**src/rtl/prio_arb_enc.sv**
```systemverilog
// prio_arb_enc: registered N-input priority encoder / arbiter.
// Single-cycle request pulses are held in a sticky pending register. One
// pending source per transfer is picked by fixed priority (MODE=0, highest
// index wins) or round-robin (MODE=1). The winner is presented as a binary
// index plus a one-hot grant behind a valid/ack handshake.
module prio_arb_enc #(
    parameter int N    = 8,
    parameter int MODE = 0,
    localparam int W   = $clog2(N)
) (
    input  logic         clk,
    input  logic         rst,
    input  logic         en,
    input  logic [N-1:0] req,
    input  logic         ack,
    output logic         v_out,
    output logic [W-1:0] out,
    output logic [N-1:0] grant
);

    logic [N-1:0] pend;
    logic [W-1:0] ptr;

    logic [N-1:0] cand;
    logic         load;
    logic [W-1:0] sel_fp;
    logic [W-1:0] sel_rr;
    logic [W-1:0] sel;
    logic [N-1:0] rot;
    logic [W-1:0] rot_idx;
    logic [W:0]   rr_sum;
    logic [N-1:0] grant_new;

    // Candidate set and load decision: a new winner may only enter an empty
    // slot or one being acked this cycle.
    always_comb begin
        cand = pend | (en ? req : '0);
        load = en && (!v_out || ack) && (cand != '0);
    end

    // Fixed priority: the highest set index of the candidate set.
    always_comb begin
        sel_fp = '0;
        for (int i = 0; i < N; i++) begin
            if (cand[i]) sel_fp = W'(i);
        end
    end

    // Round-robin: rotate cand right by ptr so bit N-1 of rot lines up with
    // index ptr-1 (the highest-priority slot) and bit 0 with ptr itself (the
    // last winner, lowest priority). A plain highest-bit scan of rot then
    // gives the winner's offset, which is rotated back modulo N.
    always_comb begin
        rot     = N'({cand, cand} >> ptr);
        rot_idx = '0;
        for (int i = 0; i < N; i++) begin
            if (rot[i]) rot_idx = W'(i);
        end
        rr_sum = {1'b0, rot_idx} + {1'b0, ptr};
        if (rr_sum >= (W+1)'(N)) rr_sum = rr_sum - (W+1)'(N);
        sel_rr = rr_sum[W-1:0];
    end

    // Mode select and one-hot of the new winner.
    always_comb begin
        sel       = (MODE == 1) ? sel_rr : sel_fp;
        grant_new = {{(N-1){1'b0}}, 1'b1} << sel;
    end

    // Output slot, pending register and round-robin pointer. A pulse on the
    // bit currently held in the slot stays in pend because only the newly
    // selected bit is removed on a load.
    always_ff @(posedge clk or posedge rst) begin
        if (rst) begin
            pend  <= '0;
            ptr   <= '0;
            v_out <= 1'b0;
            out   <= '0;
            grant <= '0;
        end else if (load) begin
            v_out <= 1'b1;
            out   <= sel;
            grant <= grant_new;
            pend  <= cand & ~grant_new;
            if (MODE == 1) ptr <= sel;
        end else begin
            if (en) pend <= cand;
            if (ack && v_out) begin
                v_out <= 1'b0;
                out   <= '0;
                grant <= '0;
            end
        end
    end

endmodule

```
**config.mk**
```make
export PLATFORM = sky130hd
export DESIGN_NAME = prio_arb_enc
export DESIGN_NICKNAME = d
export VERILOG_FILES = /design/src/rtl/prio_arb_enc.sv
export SDC_FILE = /design/constraint.sdc
export NUM_CORES = 1
export LEC_CHECK = 0
export CORE_ASPECT_RATIO = 0.5
export CORE_UTILIZATION = 35
export DETAILED_ROUTE_END_ITERATION = 8
export GPL_TIMING_DRIVEN = 0
export PLACE_DENSITY = 0.59
export REMOVE_ABC_BUFFERS = 1
export SETUP_SLACK_MARGIN = 0.02
export SYNTH_ARGS = -nofsm -noshare
export SYNTH_HDL_FRONTEND = slang
export SYNTH_SLANG_ARGS = --single-unit
```
**constraint.sdc**
```tcl
create_clock -name clk -period 1.3 [get_ports clk]
set_input_delay 0.39 -clock clk [delete_from_list [all_inputs] [get_ports clk]]
set_output_delay 0.39 -clock clk [all_outputs]
set_load 0.03 [all_outputs]
```
* After elaboration in Yosys (flattened, before gate mapping)
Index checks and enable logic that the tools add are counted.
** Word-level totals
- Output and inout port bits :: 12
- Flip-flop bits (word level) :: 20
- Word-level logic and storage cells :: 32
** Operators by class
- Shifts and indexed selects :: 1
- Bitwise logic cells :: 3
- Reduce and logical (&&, ||, !) cells :: 8
- Muxes and demuxes :: 16
** Operators by type and width (number)
- two-way mux 8 bit :: 5
- two-way mux 3 bit :: 8
- bitwise AND 8 bit :: 1
- inverter 8 bit :: 1
- OR 8 bit :: 1
- nonzero test 8 bit :: 1
- left shift 1 x 3 -> 8 bit, first input constant :: 1
- nonzero test 2 bit :: 2
- logical AND 1 bit :: 3
- two-way mux 1 bit :: 3
- zero test 1 bit :: 1
- logical OR 1 bit :: 1

* Longest topological paths before layout
Gate-level depths: netlist of the first run.
- Depth after elaboration :: 13
- Gate-level depth with buffers :: 6
- Gate-level depth less buffers :: 4

* Worst setup path after synthesis of the first run
OpenSTA, ideal clock, no wires.
- Path type :: register to register
- Start :: reg v_out
- End :: reg grant[4]
- Arrival :: 1.302 ns
- Clock period less this slack :: 1.424 ns
- Path buffers :: 1
- Library setup time :: 0.122 ns
- Required time :: 1.178 ns
- Setup slack :: -0.124 ns
- Cell stages (with the launch flop) :: 6
- Cells stage by stage :: dfrtp_1 -> nand2b_1 -> and2_1 -> buf_2 -> and2_1 -> a32o_1
** On the way
- Cells in the longest elaborated chain, start to end :: 5
- Elaborated cells on any way between the ends :: 7
- Those cells by class :: 1 x mux; 6 x reduce/logical
** Ends and longest elaborated chain
- start, declared :: line 16 : output logic v_out,
- start signal, assigned :: line 77 : v_out <= 1'b0;
- start signal, assigned :: line 81 : v_out <= 1'b1;
- start signal, assigned :: line 89 : v_out <= 1'b0;
- zero test 1 bit :: line 38 : load = en && (!v_out || ack) && (cand != '0);
- logical OR 1 bit :: line 38
- logical AND 1 bit (2 in series) :: line 38
- two-way mux 8 bit / nonzero test 2 bit (equally long branches)
- end signal, assigned :: line 83 : grant <= grant_new;
- end, declared :: line 18 : output logic [N-1:0] grant
Parallel ways exist; a longest one is shown, timed or not.
A chain may end at the register's enable or synchronous reset.

* Final worst setup path of the first run
- Start :: reg pend[3]
- End :: reg pend[0]
** On the way
- Cells in the longest elaborated chain, start to end :: 10
- Elaborated cells on any way between the ends :: 13
- Those cells by class :: 1 x shift; 6 x mux; 3 x bitwise; 3 x reduce/logical
** Ends and longest elaborated chain
- start, declared :: line 21 : logic [N-1:0] pend;
- start signal, assigned :: line 84 : pend <= cand & ~grant_new;
- start signal, assigned :: line 87 : if (en) pend <= cand;
- OR 8 bit (*) :: line 37 : cand = pend | (en ? req : '0);
- two-way mux 3 bit (5 in series) :: line 45 : if (cand[i]) sel_fp = W'(i);
- left shift 1 x 3 -> 8 bit :: line 67 : grant_new = {{(N-1){1'b0}}, 1'b1} << sel;
- inverter 8 bit :: line 84
- bitwise AND 8 bit :: line 84
- two-way mux 8 bit :: line 80 : end else if (load) begin
Mark *: on every way between the ends. The rest lies on a longest branch, timed or not.

==> summary.json, run 1 <==
{
  "cts": {
    "cts_tree": "done",
    "clk-insertion-delay-late_ns": 0.27,
    "clk_root_buffer_cell": "clkbuf_8",
    "tritoncts.num_buffers": 3,
    "cts_sinks": 20,
    "cts.reportedPaths.clkPinSlew_ns": 0.08,
    "htree_levels": 1,
    "cts_max_path_buffers": 2
  },
  "drt": {
    "detail-route-antenna-nets": 0,
    "viasPerCell": 5.46,
    "drt-wirelength-per-cell_um": 15.9,
    "drt_first_pass_iters": 4,
    "drt_drc_violations_left": 0,
    "via_count": 895,
    "wirelength_um": 2600,
    "dr.first_iter.drc_count": 54
  },
  "grt": {
    "largest_net_degree_at_the_start_of_global_routing": 21,
    "first_pass_grt_wire_length_um": 4370,
    "first_global_vias": 882,
    "grt_antenna_before_repair": 0,
    "overflow": 0,
    "overall_global_routing_usage_pct": 17.7
  },
  "timing": {
    "finalWorstSetupSlack_ns": -0.0730,
    "final.period_utilization_pct": 106,
    "final-hold-violation-count": 0,
    "hold-worst-slack_ns": 0.456,
    "post-route-min-period_ns": 1.37,
    "grt_setup_unrepaired": "true",
    "maxSlewViolCount": 0,
    "timing_worst_slew_pin_value_ns": 0.448,
    "worst_slew_margin_rel_pct": 70.1,
    "setup_violations": 9,
    "fin_tns_setup_ns": -0.294,
    "skew_ns": 0.00441,
    "maximum_clock_frequency_mhz": 728
  },
  "synthesis": {
    "post_synth_top_flop": "dfrtp_1",
    "synth_edf_count": 0,
    "synth_area_per_cell_um2": 11.1,
    "synth_cells": 98,
    "asyncSetResetFlopFracSynth_pct": 100,
    "yosys.cell_types.count": 37,
    "synth.cell_area_mm2": 0.00109,
    "synth_warnings": 0,
    "synth_seq_area_share_pct": 45.9,
    "postSynthRegisterBits": 20
  },
  "placed_design": {
    "inst_count_dp": 154,
    "place_congestion": 0.766,
    "dp_hpwl_um": 1790,
    "io_buffer_count": 23
  },
  "floorplan": {
    "floorplan.io_pins": 24,
    "die_y_um": 41.5,
    "core.rowCount": 13,
    "die-area_mm2": 0.00336,
    "die_width_um": 81.0,
    "core_mm2": 0.00277,
    "initial_core_util_pct": 39.5
  },
  "cells_and_area": {
    "layout-drive-gt1-share_pct": 40.2,
    "antennaDiodeCount": 0,
    "multi_input_area_um2": 646,
    "fill_count": 258,
    "ff_latch_area_um2": 503,
    "synthToLayoutAreaGrowth_pct": 38.6,
    "final_core_util_pct": 54.7,
    "finalNetCount": 140,
    "final_cell_count_no_fill": 164
  },
  "critical_path": {
    "largest_delay_share_family_worst_path": "compound AO/OA/AOI/OAI gates",
    "timing.critical_path.buf_inv": 0,
    "cells_along_the_critical_path": "a21oi_2 -> o211ai_4 -> o31a_1 -> o21ba_1",
    "crit_type": "register to register",
    "timing.critical_path.slowest_stage_cell": "dfrtp_1",
    "cp_launch_type": "register",
    "max_stage_delay_ns": 0.42,
    "end_kind": "register",
    "timing.critical_path.required_ns": 1.46,
    "cp_max_fo": 4,
    "cp_data_arrival_time_ns": 1.53
  },
  "pwr": {
    "fin_total_pwr_uw": 1800,
    "ir_drop_mv": 0.643,
    "power-per-cell-area_mw_per_mm2": 1190,
    "power.static_leakage_uw": 0.000595
  },
  "run": {
    "drv_cap": 0
  },
  "outcome": {
    "outcome": "finished, violations left",
    "violations": "negative setup slack"
  },
  "min_path": {
    "timing.hold.worst.class": "input port to register"
  }
}
-- metrics by stage --
stage	area, um2	setup WS (ns)
5_1_grt	1510	-0.132
2_1_floorplan	1060	-0.0704
6_report	1510	-0.0730
4_1_cts	1450	-0.0457
3_3_place_gp	1330	-1.14
3_5_place_dp	1330	-1.16
-- routing by layer --
metal / share of wire, % / vias up / global-route usage [%] / wire length (um)
met5: 0 / - / 0 / 0
met4: 0 / 0 / 3.21 / 0
met3: 5.2 / 0 / 5.27 / 136
met2: 43 / 23 / 24.4 / 1110
met1: 52 / 443 / 27.1 / 1360
li1: - / 429 / - / -
-- report_power, final --
part	leakage [uW]	internal (uW)	switching (uW)	total (uW)
Sequential	0.000232	679	47.8	727
Clock	0.0000357	412	226	637
Combinational	0.000327	164	269	433
Total	0.000595	1250	542	1800
-- path summary, 6_finish.rpt --
path                          start       end  slack (ns)  depth (start not counted)
max in group asynchronous       rst   pend[5]        0.53                          2
max                         pend[3]   pend[0]       -0.07                          4
max reg2reg                 pend[3]   pend[0]       -0.07                          4
min                              en     v_out        0.46                          3
min in group asynchronous       rst  grant[4]        0.47                          2
min reg2reg                grant[2]  grant[2]        0.53                          1
-- worst reg2reg max path, cell delays in order, from the launching register on --
cell and delay [ns]:
dfrtp_1 0.42, a21oi_2 0.21, o211ai_4 0.13, o31a_1 0.30, o21ba_1 0.19
-- synthesized netlist by cell type, drive strengths merged (2+ instances only) --
master / instances / share of area, %
dfrtp: 20 / 46
a21oi: 11 / 6.8
nand2: 8 / 2.8
and2: 7 / 4.2
o21ai: 7 / 7.0
nor2: 6 / 2.1
a32o: 5 / 4.6
a21o: 3 / 2.1
a31oi: 3 / 2.3
buf: 3 / 2.9
nand4: 3 / 3.7
o2bb2ai: 3 / 2.4
a31o: 2 / 1.6
inv: 2 / 0.69
nand3: 2 / 0.92
o21ba: 2 / 1.8
-- layout by cell type, fill, tap and decap left out, types with 4 or more instances in the layout --
master	synthesis	routed
dfrtp_1	20	18
buf_2	1	10
a21oi_1	8	8
nand2_1	8	6
and2_1	6	5
a32o_1	5	5
dlygate4sd2_1	0	5
o21ai_4	3	4
clkdlybuf4s15_1	0	4
buf_4	0	4
-- layout make-up --
class,count,share of cell area [%]
clock inverter,1,1.99
tap,37,3.06
clock buffer,3,2.73
sequential,20,33.3
multi-input combinational,72,42.7
inverter,2,0.744
timing repair buffer,29,15.6
-- cell families (layout without fill, tap and decap cells) --
kind of cell           after synthesis  count (layout)  synth area share (%)
AOI/OAI and AO/OA                   41              41                  32.7
and+or+nand+nor                     30              30                  16.6
DFF                                 20              20                  45.9
buffers and inverters                6              35                  3.90
muxes                                1               1                 0.917
-- state kept, by name, indices dropped and copies added (netlist names) --
register  flops
grant         8
out           3
pend          8
v_out         1
-- repair_timing --
item | CTS | global route
endpoints found under the setup margin | 32 | 19
endpoints found under the hold margin | 0 | 0
gates resized for setup | 96 | 13
hold buffers | 0 | 0
cloned | 0 | 0
setup buffers | 5 | 1
pin swaps | 14 | 2
No activity file was read; power rests on OpenSTA's default activity.
==> run 2, diff against run 1 <==
- TNS_END_PERCENT: not set -> 1
==> run 2 against run 1 <==
Against the previous run: the flow still finishes with violations (negative setup slack); worst hold slack gained 0.067 ns; final area grew 4.6%; cell count is the same; via count shrank 2.9%; register-to-register slack is essentially flat; clock-buffer cell count is the same; routed wire length shrank 1.7%; first-iteration DRC count grew 28%; largest cell class unchanged; largest power group unchanged; highest routed layer is now met4.
==> summary.json, run 2 (synthesis results as in run 1) <==
{
  "grt": {
    "gr-usage-met2_pct": 24.0,
    "first_pass_grt_wire_length_um": 4380,
    "grt_most_used_layer": "met1",
    "grt_use_met1_pct": 27.4,
    "first_global_vias": 872,
    "grt_antenna_before_repair": 0,
    "overflow": 0,
    "overall_global_routing_usage_pct": 17.7,
    "largest_net_degree_at_the_start_of_global_routing": 21,
    "groute.layer.met3.usage_pct": 5.27
  },
  "floorplan": {
    "die_width_um": 81.0,
    "initial_core_util_pct": 39.5,
    "die-area_mm2": 0.00336,
    "die_y_um": 41.5,
    "core_mm2": 0.00277,
    "floorplan.io_pins": 24,
    "core.rowCount": 13
  },
  "placed_design": {
    "pre_cts_ws_ns": -1.16,
    "io_buffer_count": 23,
    "inst_count_dp": 154,
    "place_congestion": 0.766,
    "dp_hpwl_um": 1790
  },
  "timing": {
    "setup_violations": 18,
    "hold-worst-slack_ns": 0.523,
    "timing_worst_slew_pin_value_ns": 0.764,
    "final-hold-violation-count": 0,
    "skew_ns": 0.00346,
    "maxSlewViolCount": 0,
    "final.period_utilization_pct": 105,
    "maximum_clock_frequency_mhz": 736,
    "grt_setup_unrepaired": "true",
    "post-route-min-period_ns": 1.36,
    "finalWorstSetupSlack_ns": -0.0593,
    "worst_slew_margin_rel_pct": 49.0
  },
  "critical_path": {
    "critical_path.reg2reg.startpoint": "pend[5]",
    "worst_r2r_endpoint": "pend[0]",
    "reg2reg_depth": 5,
    "cp_max_fo": 3,
    "crit_type": "register to register",
    "end_kind": "register",
    "timing.critical_path.required_ns": 1.46,
    "cp_launch_type": "register",
    "cp_data_arrival_time_ns": 1.52,
    "r2r_slack_ns": -0.06
  },
  "pwr": {
    "power-per-cell-area_mw_per_mm2": 1140,
    "power.static_leakage_uw": 0.000593,
    "ir_drop_mv": 0.642,
    "fin_total_pwr_uw": 1810
  },
  "cells_and_area": {
    "antennaDiodeCount": 0,
    "synthToLayoutAreaGrowth_pct": 45.1,
    "layout-drive-gt1-share_pct": 40.2,
    "final_cell_count_no_fill": 164,
    "largest_registers": "grant: 8 flops, pend: 8 flops, out: 3 flops",
    "final_core_util_pct": 57.2,
    "layout_commonest_cell": "dfrtp_1",
    "mostFrequentLayoutCells": "dfrtp_1 (20), clkdlybuf4s15_2 (11), a21oi_1 (8)",
    "finalNetCount": 140
  },
  "cts": {
    "tritoncts.num_buffers": 3,
    "cts_sinks": 20,
    "clk-insertion-delay-late_ns": 0.27,
    "cts_max_path_buffers": 2,
    "clk_root_buffer_cell": "clkbuf_8",
    "cts_tree": "done",
    "cts.reportedPaths.clkPinSlew_ns": 0.08,
    "htree_levels": 1
  },
  "min_path": {
    "timing.hold.worst.class": "input port to register",
    "hold-path-endpoint": "v_out",
    "hp-start": "en",
    "worst_hold_path_stage_count": 3
  },
  "outcome": {
    "violations": "negative setup slack",
    "outcome": "finished, violations left"
  },
  "drt": {
    "dr.first_iter.drc_count": 69,
    "via_count": 869,
    "detail-route-antenna-nets": 0,
    "drt_first_pass_iters": 4,
    "wirelength_um": 2560,
    "viasPerCell": 5.30,
    "drt_drc_violations_left": 0,
    "drt-wirelength-per-cell_um": 15.6
  },
  "run": {
    "drv_cap": 0
  }
}
run 2: cell count changes in the layout (fill, tap and decap cells not counted), sizes merged:
cell           change
inv                +1
buf               -10
clkinvlp           -1
clkbuf             -1
clkdlybuf4s15     +11
run 2: through the flow:
step           instance area, um2  TNS, ns
5_1_grt                      1580    -1.96
6_report                     1580   -0.500
3_5_place_dp                 1330   -24.67
2_1_floorplan                1060   -0.476
3_3_place_gp                 1330   -23.88
4_1_cts                      1510   -0.490
run 2: worst max path at each step:
stage | startpoint | to
5_1_grt | pend[6] | out[0]
4_1_cts | out[2] | out[2]
3_5_place_dp | en | out[0]
3_3_place_gp | en | pend[0]
2_1_floorplan | v_out | grant[4]
6_report | pend[5] | pend[0]
run 2: area by class of cell:
type	instances	area (um2)
fillers	240	1180
multi-input cells	72	663
flip-flops and latches	20	500
repair buffers	29	294
well taps	37	46.3
clock buffers	3	41.3
clock inverters	1	30.0
inverters	2	7.51
run 2: report_power, final:
part           total [uW]  internal, uW  switching (uW)
sequential            728           677            50.5
combinational         440           175             265
clock                 638           412             226
total                1810          1260             542
run 2: what timing repair did:
| item | in CTS | in global routing |
|---|---|---|
| endpoints found under the setup margin | 32 | 29 |
| hold buffers | 0 | 0 |
| pin swaps | 15 | 6 |
| buffers inserted | 5 | 1 |
| resized for setup | 72 | 12 |
run 2: metal layers:
layer | routed length [um] | vias up
met1 | 1420 | 419
met5 | 0 | -
met2 | 1040 | 17
met3 | 92 | 2
li1 | - | 431
met4 | 11 | 0
run 2: critical path, cell delays in order (launching register included):
cell and delay, ns:
dfrtp_1 0.44, a21oi_4 0.19, buf_4 0.15, nand4_1 0.11, o31a_1 0.17, o21ba_1 0.19
==> RTL change, RTL diff (flow settings as in run 1) <==
`N`: 8 -> 16.
--- a/src/rtl/prio_arb_enc.sv
+++ b/src/rtl/prio_arb_enc.sv
@@ -4,7 +4,7 @@
 // index wins) or round-robin (MODE=1). The winner is presented as a binary
 // index plus a one-hot grant behind a valid/ack handshake.
 module prio_arb_enc #(
-    parameter int N    = 8,
+    parameter int N    = 16,
     parameter int MODE = 0,
     localparam int W   = $clog2(N)
 ) (
Ports: changed (resized grant, out and req); port bits go from 24 to 41. The function was not compared with the original's and may differ.
==> RTL change against run 1 <==
  * The run still ends with negative setup slack left
  * Design area increased by 75%
  * Maximum frequency decreased by 26%
  * Sequential cell count increased by 17
  * Routed wire length increased by 100%
  * Area after synthesis increased by 66%
  * Total power increased by 71%
  * Global-route usage increased by 2.5 points
  * Setup slack got worse by 0.48 ns
==> RTL change: results <==
outcome:
  status: "finished, violations left"
  violations: "negative setup slack"
placed_design:
  dp_hpwl_um: 3260
  dp_worst_setup_slack_ns: -2.41
clocking:
  cts_resized: 174
  postCtsSetupBuffers: 14
  insertion_delay_ns: 0.30
  cts_inserted_buffers: 5
finish:
  sh_seq_area: 0.352
  utilization: 0.533
  final_nets: 239
  layout-drive-gt1-share: 0.441
  seq_cells: 37
timing:
  skew_ns: 0.00419
  setup_viol: 36
  fin_ws_ns: -0.557
synth:
  yosys-top-cells-area: "dfrtp_1 51%, a21oi_1 4.7%, a32o_1 4.4%"
  synth-seq-area-share: 0.511
setup_path:
  r2r_end: "grant[11]"
  cp_max_fo: 6
  startpoint: "pend[2]"
pwr:
  clock_power_w: 0.00105
  peakVddDrop_v: 0.000415
  total_power_w: 0.00307
grt:
  grt_pass1_wl_um: 8200
die:
  core_area_um2: 4950
detailed_routing:
  drt_wl_total_um: 5210
==> RTL change: cell count changes after synthesis, sizes merged, moves of 3 or more <==
| cell | before | now |
|---|---|---|
| nor2 | 6 | 13 |
| a32o | 5 | 8 |
| a21oi | 11 | 20 |
| buf | 3 | 8 |
| o21a | 0 | 5 |
| dfrtp | 20 | 37 |
| a22o | 0 | 8 |
| and2 | 7 | 3 |
| a31oi | 3 | 9 |
| o21ai | 7 | 10 |
| nand2 | 8 | 5 |
==> RTL change: cells by family after synthesis <==
family | share of synthesized area
AO/OA/AOI/OAI | 0.344
buffers and inverters | 0.0366
flip-flops | 0.511
AND/OR/NAND/NOR | 0.108
==> RTL change: per-layer routing <==
| layer | part of all wire | track usage | up-vias |
|---|---|---|---|
| met5 | 0 | 0 | - |
| met4 | 0.0090 | 0.0810 | 0 |
| met3 | 0.039 | 0.0382 | 7 |
| met2 | 0.46 | 0.326 | 32 |
| met1 | 0.49 | 0.275 | 841 |
| li1 | - | - | 754 |
